`src/rtl/lc3_mem_arbiter.sv`:
```
// Two-requester arbiter (instruction fetch / data access) in front of a single-port LC3 memory.
// One access is in flight at a time. A streak limit keeps data priority from starving fetch.
module lc3_mem_arbiter #(
    parameter int ADDR_W          = 16,
    parameter int DATA_W          = 16,
    parameter int MEM_LATENCY     = 1,
    parameter int DATA_STREAK_MAX = 3
) (
    input  logic              clock,
    input  logic              reset,
    input  logic              f_req,
    input  logic [ADDR_W-1:0] f_addr,
    output logic              f_gnt,
    output logic              f_rvalid,
    output logic [DATA_W-1:0] f_rdata,
    input  logic              d_req,
    input  logic              d_we,
    input  logic [ADDR_W-1:0] d_addr,
    input  logic [DATA_W-1:0] d_wdata,
    output logic              d_gnt,
    output logic              d_rvalid,
    output logic [DATA_W-1:0] d_rdata,
    output logic              m_en,
    output logic              m_we,
    output logic [ADDR_W-1:0] m_addr,
    output logic [DATA_W-1:0] m_wdata,
    input  logic [DATA_W-1:0] m_rdata,
    output logic              busy
);

    localparam int STREAK_W = $clog2(DATA_STREAK_MAX + 1);
    localparam int WAIT_W   = $clog2(MEM_LATENCY + 1);

    typedef enum logic [1:0] {
        S_IDLE,
        S_ISSUE,
        S_WAIT,
        S_RESP
    } state_t;

    state_t              r_state;
    state_t              w_next;
    logic                r_owner_d;
    logic                r_we;
    logic [ADDR_W-1:0]   r_addr;
    logic [DATA_W-1:0]   r_wdata;
    logic [WAIT_W-1:0]   r_wait_cnt;
    logic [STREAK_W-1:0] r_streak;
    logic [DATA_W-1:0]   r_f_rdata;
    logic [DATA_W-1:0]   r_d_rdata;

    logic w_streak_full;
    logic w_pick_d;
    logic w_grant;
    logic w_last_wait;

    // Data wins ties unless it has already taken DATA_STREAK_MAX grants while fetch waited.
    assign w_streak_full = (r_streak == STREAK_W'(DATA_STREAK_MAX));
    assign w_pick_d      = d_req && !(f_req && w_streak_full);
    assign w_grant       = (r_state == S_IDLE) && !reset && (f_req || d_req);
    assign w_last_wait   = (r_state == S_WAIT) && (r_wait_cnt == WAIT_W'(MEM_LATENCY - 1));

    assign f_gnt    = w_grant && !w_pick_d;
    assign d_gnt    = w_grant && w_pick_d;
    assign f_rvalid = (r_state == S_RESP) && !r_owner_d && !reset;
    assign d_rvalid = (r_state == S_RESP) && r_owner_d && !reset;
    assign f_rdata  = r_f_rdata;
    assign d_rdata  = r_d_rdata;
    assign m_en     = (r_state == S_ISSUE);
    assign m_we     = m_en && r_we;
    assign m_addr   = r_addr;
    assign m_wdata  = r_wdata;
    assign busy     = (r_state != S_IDLE);

    // NOTE: the default assignment first keeps w_next from inferring a latch on any path.
    always_comb begin
        w_next = r_state;
        case (r_state)
            S_IDLE:  if (f_req || d_req) w_next = S_ISSUE;
            S_ISSUE: w_next = S_WAIT;
            S_WAIT:  if (w_last_wait) w_next = S_RESP;
            S_RESP:  w_next = S_IDLE;
            default: w_next = S_IDLE;
        endcase
    end

    // NOTE: non-blocking assignments so every register samples pre-edge values.
    always_ff @(posedge clock) begin
        if (reset) begin
            r_state    <= S_IDLE;
            r_owner_d  <= 1'b0;
            r_we       <= 1'b0;
            r_addr     <= '0;
            r_wdata    <= '0;
            r_wait_cnt <= '0;
            r_streak   <= '0;
            r_f_rdata  <= '0;
            r_d_rdata  <= '0;
        end else begin
            r_state    <= w_next;
            r_wait_cnt <= (r_state == S_WAIT) ? r_wait_cnt + 1'b1 : '0;
            if (d_gnt) begin
                r_owner_d <= 1'b1;
                r_we      <= d_we;
                r_addr    <= d_addr;
                r_wdata   <= d_wdata;
                if (f_req && !w_streak_full) r_streak <= r_streak + 1'b1;
            end
            if (f_gnt) begin
                r_owner_d <= 1'b0;
                r_we      <= 1'b0;
                r_addr    <= f_addr;
                r_streak  <= '0;
            end
            // Read data lands in the owner's holding register the cycle before RESP.
            if (w_last_wait && !r_we) begin
                if (r_owner_d) r_d_rdata <= m_rdata;
                else           r_f_rdata <= m_rdata;
            end
        end
    end

endmodule
```
`config.mk`:
```
export PLATFORM = sky130hd
export DESIGN_NAME = lc3_mem_arbiter
export DESIGN_NICKNAME = d
export VERILOG_FILES = /design/src/rtl/lc3_mem_arbiter.sv
export SDC_FILE = /design/constraint.sdc
export NUM_CORES = 1
export LEC_CHECK = 0
export BUFFER_PORTS_ARGS = -buffer_cell sky130_fd_sc_hd__buf_2
export CAP_MARGIN = 5
export CORE_ASPECT_RATIO = 0.6
export CORE_MARGIN = 4
export CORE_UTILIZATION = 39
export DETAILED_ROUTE_END_ITERATION = 12
export GPL_TIMING_DRIVEN = 0
export HOLD_SLACK_MARGIN = 0.05
export PLACE_DENSITY = 0.76
export SETUP_SLACK_MARGIN = 0.1
export SLEW_MARGIN = 20
export SYNTH_ARGS = -nofsm -noshare
export SYNTH_HDL_FRONTEND = slang
export SYNTH_SLANG_ARGS = --single-unit
export TNS_END_PERCENT = 50
```
`constraint.sdc`:
```
create_clock -name clock -period 2.3 [get_ports clock]
set_input_delay 0.345 -clock clock [delete_from_list [all_inputs] [get_ports clock]]
set_output_delay 0.345 -clock clock [all_outputs]
set_load 0.1 [all_outputs]
```
=== After elaboration in Yosys (flattened, before gate mapping) ===
Cells that the tools add are included.
Widths: inputs -> output; s select.

* Flip-flop bits (word level): 71
* Input port bits: 69
* Output and inout bits: 71
* Word-level logic and storage cells: 55

* $add $sub $neg: 2
* Equal/unequal tests: 6
* Mux-type cells: 5
* Bitwise gates (word level): 3
* Reduce and logical (&&, ||, !) cells: 30

{| class="wikitable"
|+ Operators by type and width
! operator !! count
|-
| $mux 16 || 2
|-
| $logic_and 1x1->1 || 14
|-
| $pmux 2 s4 || 1
|-
| $reduce_and 2->1 || 4
|-
| $eq 2x2->1 const B || 3
|-
| $logic_not 1->1 || 6
|-
| $mux 2 || 2
|-
| $reduce_bool 2->1 || 2
|-
| $reduce_or 2->1 || 2
|-
| $not 1->1 || 3
|-
| $add 2x1->2 const B || 1
|-
| $eq 2x1->1 const B || 1
|-
| $logic_not 2->1 || 1
|-
| $ne 2x1->1 const B || 1
|-
| $ne 2x2->1 const B || 1
|-
| $add 1x1->1 const B || 1
|-
| $logic_or 1x1->1 || 1
|}

=== Longest topological paths before layout ===
* Depth in word-level cells: 7
* Gate-level depth with buffers: 8

=== Worst setup path after synthesis ===
OpenSTA, ideal clock, no wires.

* Path type: register to register
* Start: register r_state[0]
* End: register r_addr[1], in the netlist m_addr[1]
* Arrival: 3.394 ns
* Required time: 2.231 ns
* Path slack: -1.162 ns
* Cell stages (with the launch flop): 8
* Clock period less this slack: 3.462 ns
* Path through: dfxtp_1 > inv_1 > ha_1 > buf_2 > inv_1 > buf_2 > nor3_1 > a221o_1

* Word-level cells in the longest chain between the ends: 5

{| class="wikitable"
|+ RTL lines
! item !! line !! source
|-
| start, declared || 41 || <nowiki>state_t r_state;</nowiki>
|-
| start signal, assigned || 100 || <nowiki>r_state <= w_next;</nowiki>
|-
| $logic_not 2->1 || 60 || <nowiki>assign w_grant = (r_state == S_IDLE) && !reset && (f_req || d_req);</nowiki>
|-
| $logic_and 1x1->1 (2 in series) || 60 ||
|-
| $logic_and 1x1->1 || 64 || <nowiki>assign d_gnt = w_grant && w_pick_d;</nowiki>
|-
| named net d_gnt || 20 || <nowiki>output logic d_gnt,</nowiki>
|-
| $reduce_bool 2->1 (no source line) || n/a ||
|-
| end signal, assigned || 105 || <nowiki>r_addr <= d_addr;</nowiki>
|-
| end signal, assigned || 112 || <nowiki>r_addr <= f_addr;</nowiki>
|-
| end, declared || 45 || <nowiki>logic [ADDR_W-1:0] r_addr;</nowiki>
|}

The timed path passes the listed nets, and every way through them passes these cells.
A chain may end at the register's enable or synchronous reset.

=== Worst setup path after layout ===
* Start: register r_state[0]
* End: output busy

* Word-level cells in the longest chain between the ends: 1

{| class="wikitable"
|+ RTL lines
! item !! line !! source
|-
| $reduce_bool 2->1 || 73 || <nowiki>assign busy = (r_state != S_IDLE);</nowiki>
|-
| end, declared || 28 || <nowiki>output logic busy</nowiki>
|}

No other way between the ends.

==> summary.md <==
| Metric | Value |
|---|---|
| Vias in the first global route | ~2900 |
| Startpoint Class | register |
| Max clock buf depth | 2 |
| Final instance area | approximately 0.0041 mm^2 |
| Crit share post-route | a little over nine tenths |
| FMAX | around 460 MHz |
| Setup CP Type | reg -> out |
| Max-cap violation count | 0 |
| Yosys reg bits | 71 |
| CP Cell Sequence | inv_1 -> ha_1 -> buf_2 -> inv_1 -> buf_4 -> buf_4 -> buf_12 |
| Largest net degree at the start of global routing | 14 |
| Least-Margin Pin Slew | 0.598 ns |
| Share of the synthesized area in the top cell type | roughly half |
| CP max FO | 10 |
| Crit-path slowest cell | dfxtp_1 |
| Fin nets | approximately 570 |
| Routed WL | roughly 8.7 mm |
| Placed cells | 587 |
| Worst min-delay path category | in -> reg |
| Synth Instances | about 350 |
| Synth Cell Area | between 0.002 and 0.003 mm^2 |
| Vias/cell | roughly 5.1 |
| Top cells by area, synth | dfxtp_1, nand2_1, a21oi_1, o211ai_1, a311oi_1 |
| RSZ-0062 raised after global routing | yes |
| Setup crit start | r_state[0] |
| GR Overflow Total | 0 |
| CTS tree | yes |
| Ports | 140 |
| Syn_nets | roughly 420 |
| Final Non-Filler Cells | about 600 |
| CP max stage delay | about 0.38 ns |
| Clock latency on the worst-skew pair | about 0.32 ns |
| Share of cells above drive strength 1 | roughly 36% |
| Final Power | 5.87 mW |
| Leak Pwr | about 1.9 nW |
| Final min period | roughly 2.2 ns |
| Worst Hold Launch | d_wdata[15] |
| Initial antenna violation count | 0 |
| Fin util | between 50% and 60% |
| # hold bufs at CTS | 0 |
| Peak VDD IR | just under 700 uV |
| Layout fillers | 643 |
| Hold Vio Cnt, Final | 0 |
| Total power per unit cell area | about 1400 mW/mm^2 |
| Register area share after synthesis | a little under 50% |
| Die footprint | roughly 0.0089 mm^2 |
| First-pass GRT wire length | roughly 14 mm |
| Final ANT Viol Nets | 0 |
| Ys Warns | 0 |
| Worst EP required | ~2 ns |
| Die Y-Extent | between 70 and 80 um |
| Drt initial violations | between 100 and 150 |
| Initial core utilization | between 40% and 50% |
| Yosys cell types | 37 |
| TritonCTS Buffers | 9 |
| Outcome | complete, no violations |
| Avg Cell Area, Syn | roughly 8.3 um^2 |
| Via count | between 3000 and 4000 |
| Placer Congestion | around 0.76 |
| N_diodes | 0 |
| GRT Util Overall | 19.5% |
| FF/Latch Area | roughly 0.0014 mm^2 |
| Element type at the critical path end | output port |
| Port Buf Inserts | around 140 |
| Worst clock skew | between 0.006 and 0.007 ns |
| DP HPWL | ~6.7 mm |
| Slew Limit Fails | 0 |
| Number of clock sinks | around 70 |
| Final setup violating endpoints | 0 |
| Commonest cells after routing, fill and taps aside | buf_2, nand2_1, dfxtp_1, a21oi_1, nand3_1 |
| Multi-input combinational cell area | 0.00133 mm^2 |
| Total core area | between 0.006 and 0.007 mm^2 |
| Area Growth Syn to Fin | 42.3% |
| CTS H-tree depth | 3 |
| CTS Root Cell | clkbuf_16 |
| Std cell rows | 23 |
| First-pass iteration count of the detailed router | 5 |
| Post-route DRC | 0 |
| Slew Limit Headroom | about three fifths |
| Most common cell after layout, fill and taps aside | buf_2 |
| Worst-path clk slew | ~0.060 ns |
| Post-DP Area | between 0.003 and 0.004 mm^2 |
| Per-cell routed wire length | 14.5 um |
| Largest area contributor in the netlist | dfxtp_1 |
| Worst EP arrival | around 1.8 ns |
| Reg2reg start | r_state[0] |
| Die W | ~120 um |
[path summary, 6_finish.rpt]
check	end	slack [ns]	cells past startpoint
max	busy	0.13	7
min	m_wdata[15]	0.23	3
max reg2reg	m_addr[11]	0.40	7
min reg2reg	f_rdata[8]	0.45	2
[cells in the mapped netlist]
cell	number
nor2_1	2
a221o_1	3
and2b_1	1
nor3_1	4
and2_1	1
buf_2	15
a21boi_2	1
mux2i_1	1
o211ai_1	16
and4b_1	1
and3_1	3
nor2b_1	1
o21ai_0	1
or2_2	1
a21bo_2	1
nor3b_1	2
clkbuf_2	1
or3b_2	1
a22oi_1	2
a311oi_1	12
ha_1	5
nor4bb_1	1
nand3_1	17
buf_4	1
o221a_2	1
inv_1	4
a31oi_1	1
a211oi_1	1
buf_6	1
nor4b_4	1
clkbuf_1	12
a21oi_1	48
nand4_1	1
dfxtp_1	71
nand2_1	111
nand4bb_1	1
or4b_1	1
[power by group]
group          internal (mW)  total (mW)  switching (mW)
sequential              1.45        1.59           0.137
clock                  0.950        1.47           0.523
combinational          0.565        2.81            2.24
[worst max-delay path: cells and delay by family (launching register included)]
family	cells	cell delay, ns
adder cells (fa/ha/maj)	1	0.19
flip-flops	1	0.38
buffers and inverters	6	0.92
[layer usage]
layer	routed length, um	global-route usage (%)	part of all wire [%]	up-vias
met3	645	5.56	7.4	5
li1	-	-	-	1509
met5	0	0	0	-
met2	3730	29.5	43	122
met4	29	6.16	0.33	0
met1	4320	27.4	49	1429
[repair_timing]
action                                  in CTS  in global routing
resized for setup                           10                  6
cloned                                       0                  0
buffers inserted                             0                  0
pin swaps                                    1                  1
endpoints found under the setup margin       4                  4
[per-stage QoR]
step	setup slack (ns)	hold WS (ns)	setup TNS, ns
floorplan	-0.0894	0.436	-0.167
detailed placement	0.0163	0.444	0
finish	0.126	0.231	0
global route	0.0371	0.236	0
CTS	0.0782	0.225	0
global placement	0.0161	0.440	0
[cell type report]
class / count / area share [%]
inverter: 4 / 0.366
multi-input combinational: 243 / 32.4
tap: 100 / 3.05
sequential: 71 / 34.6
clock buffer: 9 / 5.49
timing repair buffer: 139 / 18.0
clock inverter: 7 / 2.38
buffer: 30 / 3.66
[cell families after synthesis]
| group | after synthesis | synth area share [%] |
|---|---|---|
| fa+ha+maj | 5 | 2.17 |
| buf+inv | 34 | 5.51 |
| mux | 1 | 0.347 |
| compound gates | 87 | 19.5 |
| flops | 71 | 49.3 |
| simple gates | 150 | 23.2 |
[state kept, by name, summed over array words and instances, names as in the netlist]
name / cells
r_wait_cnt: 1
m_wdata: 16
d_rdata: 16
r_state: 2
r_owner_d: 1
r_we: 1
m_addr: 16
r_streak: 2
f_rdata: 16
No activity file was read; power rests on OpenSTA's default activity.
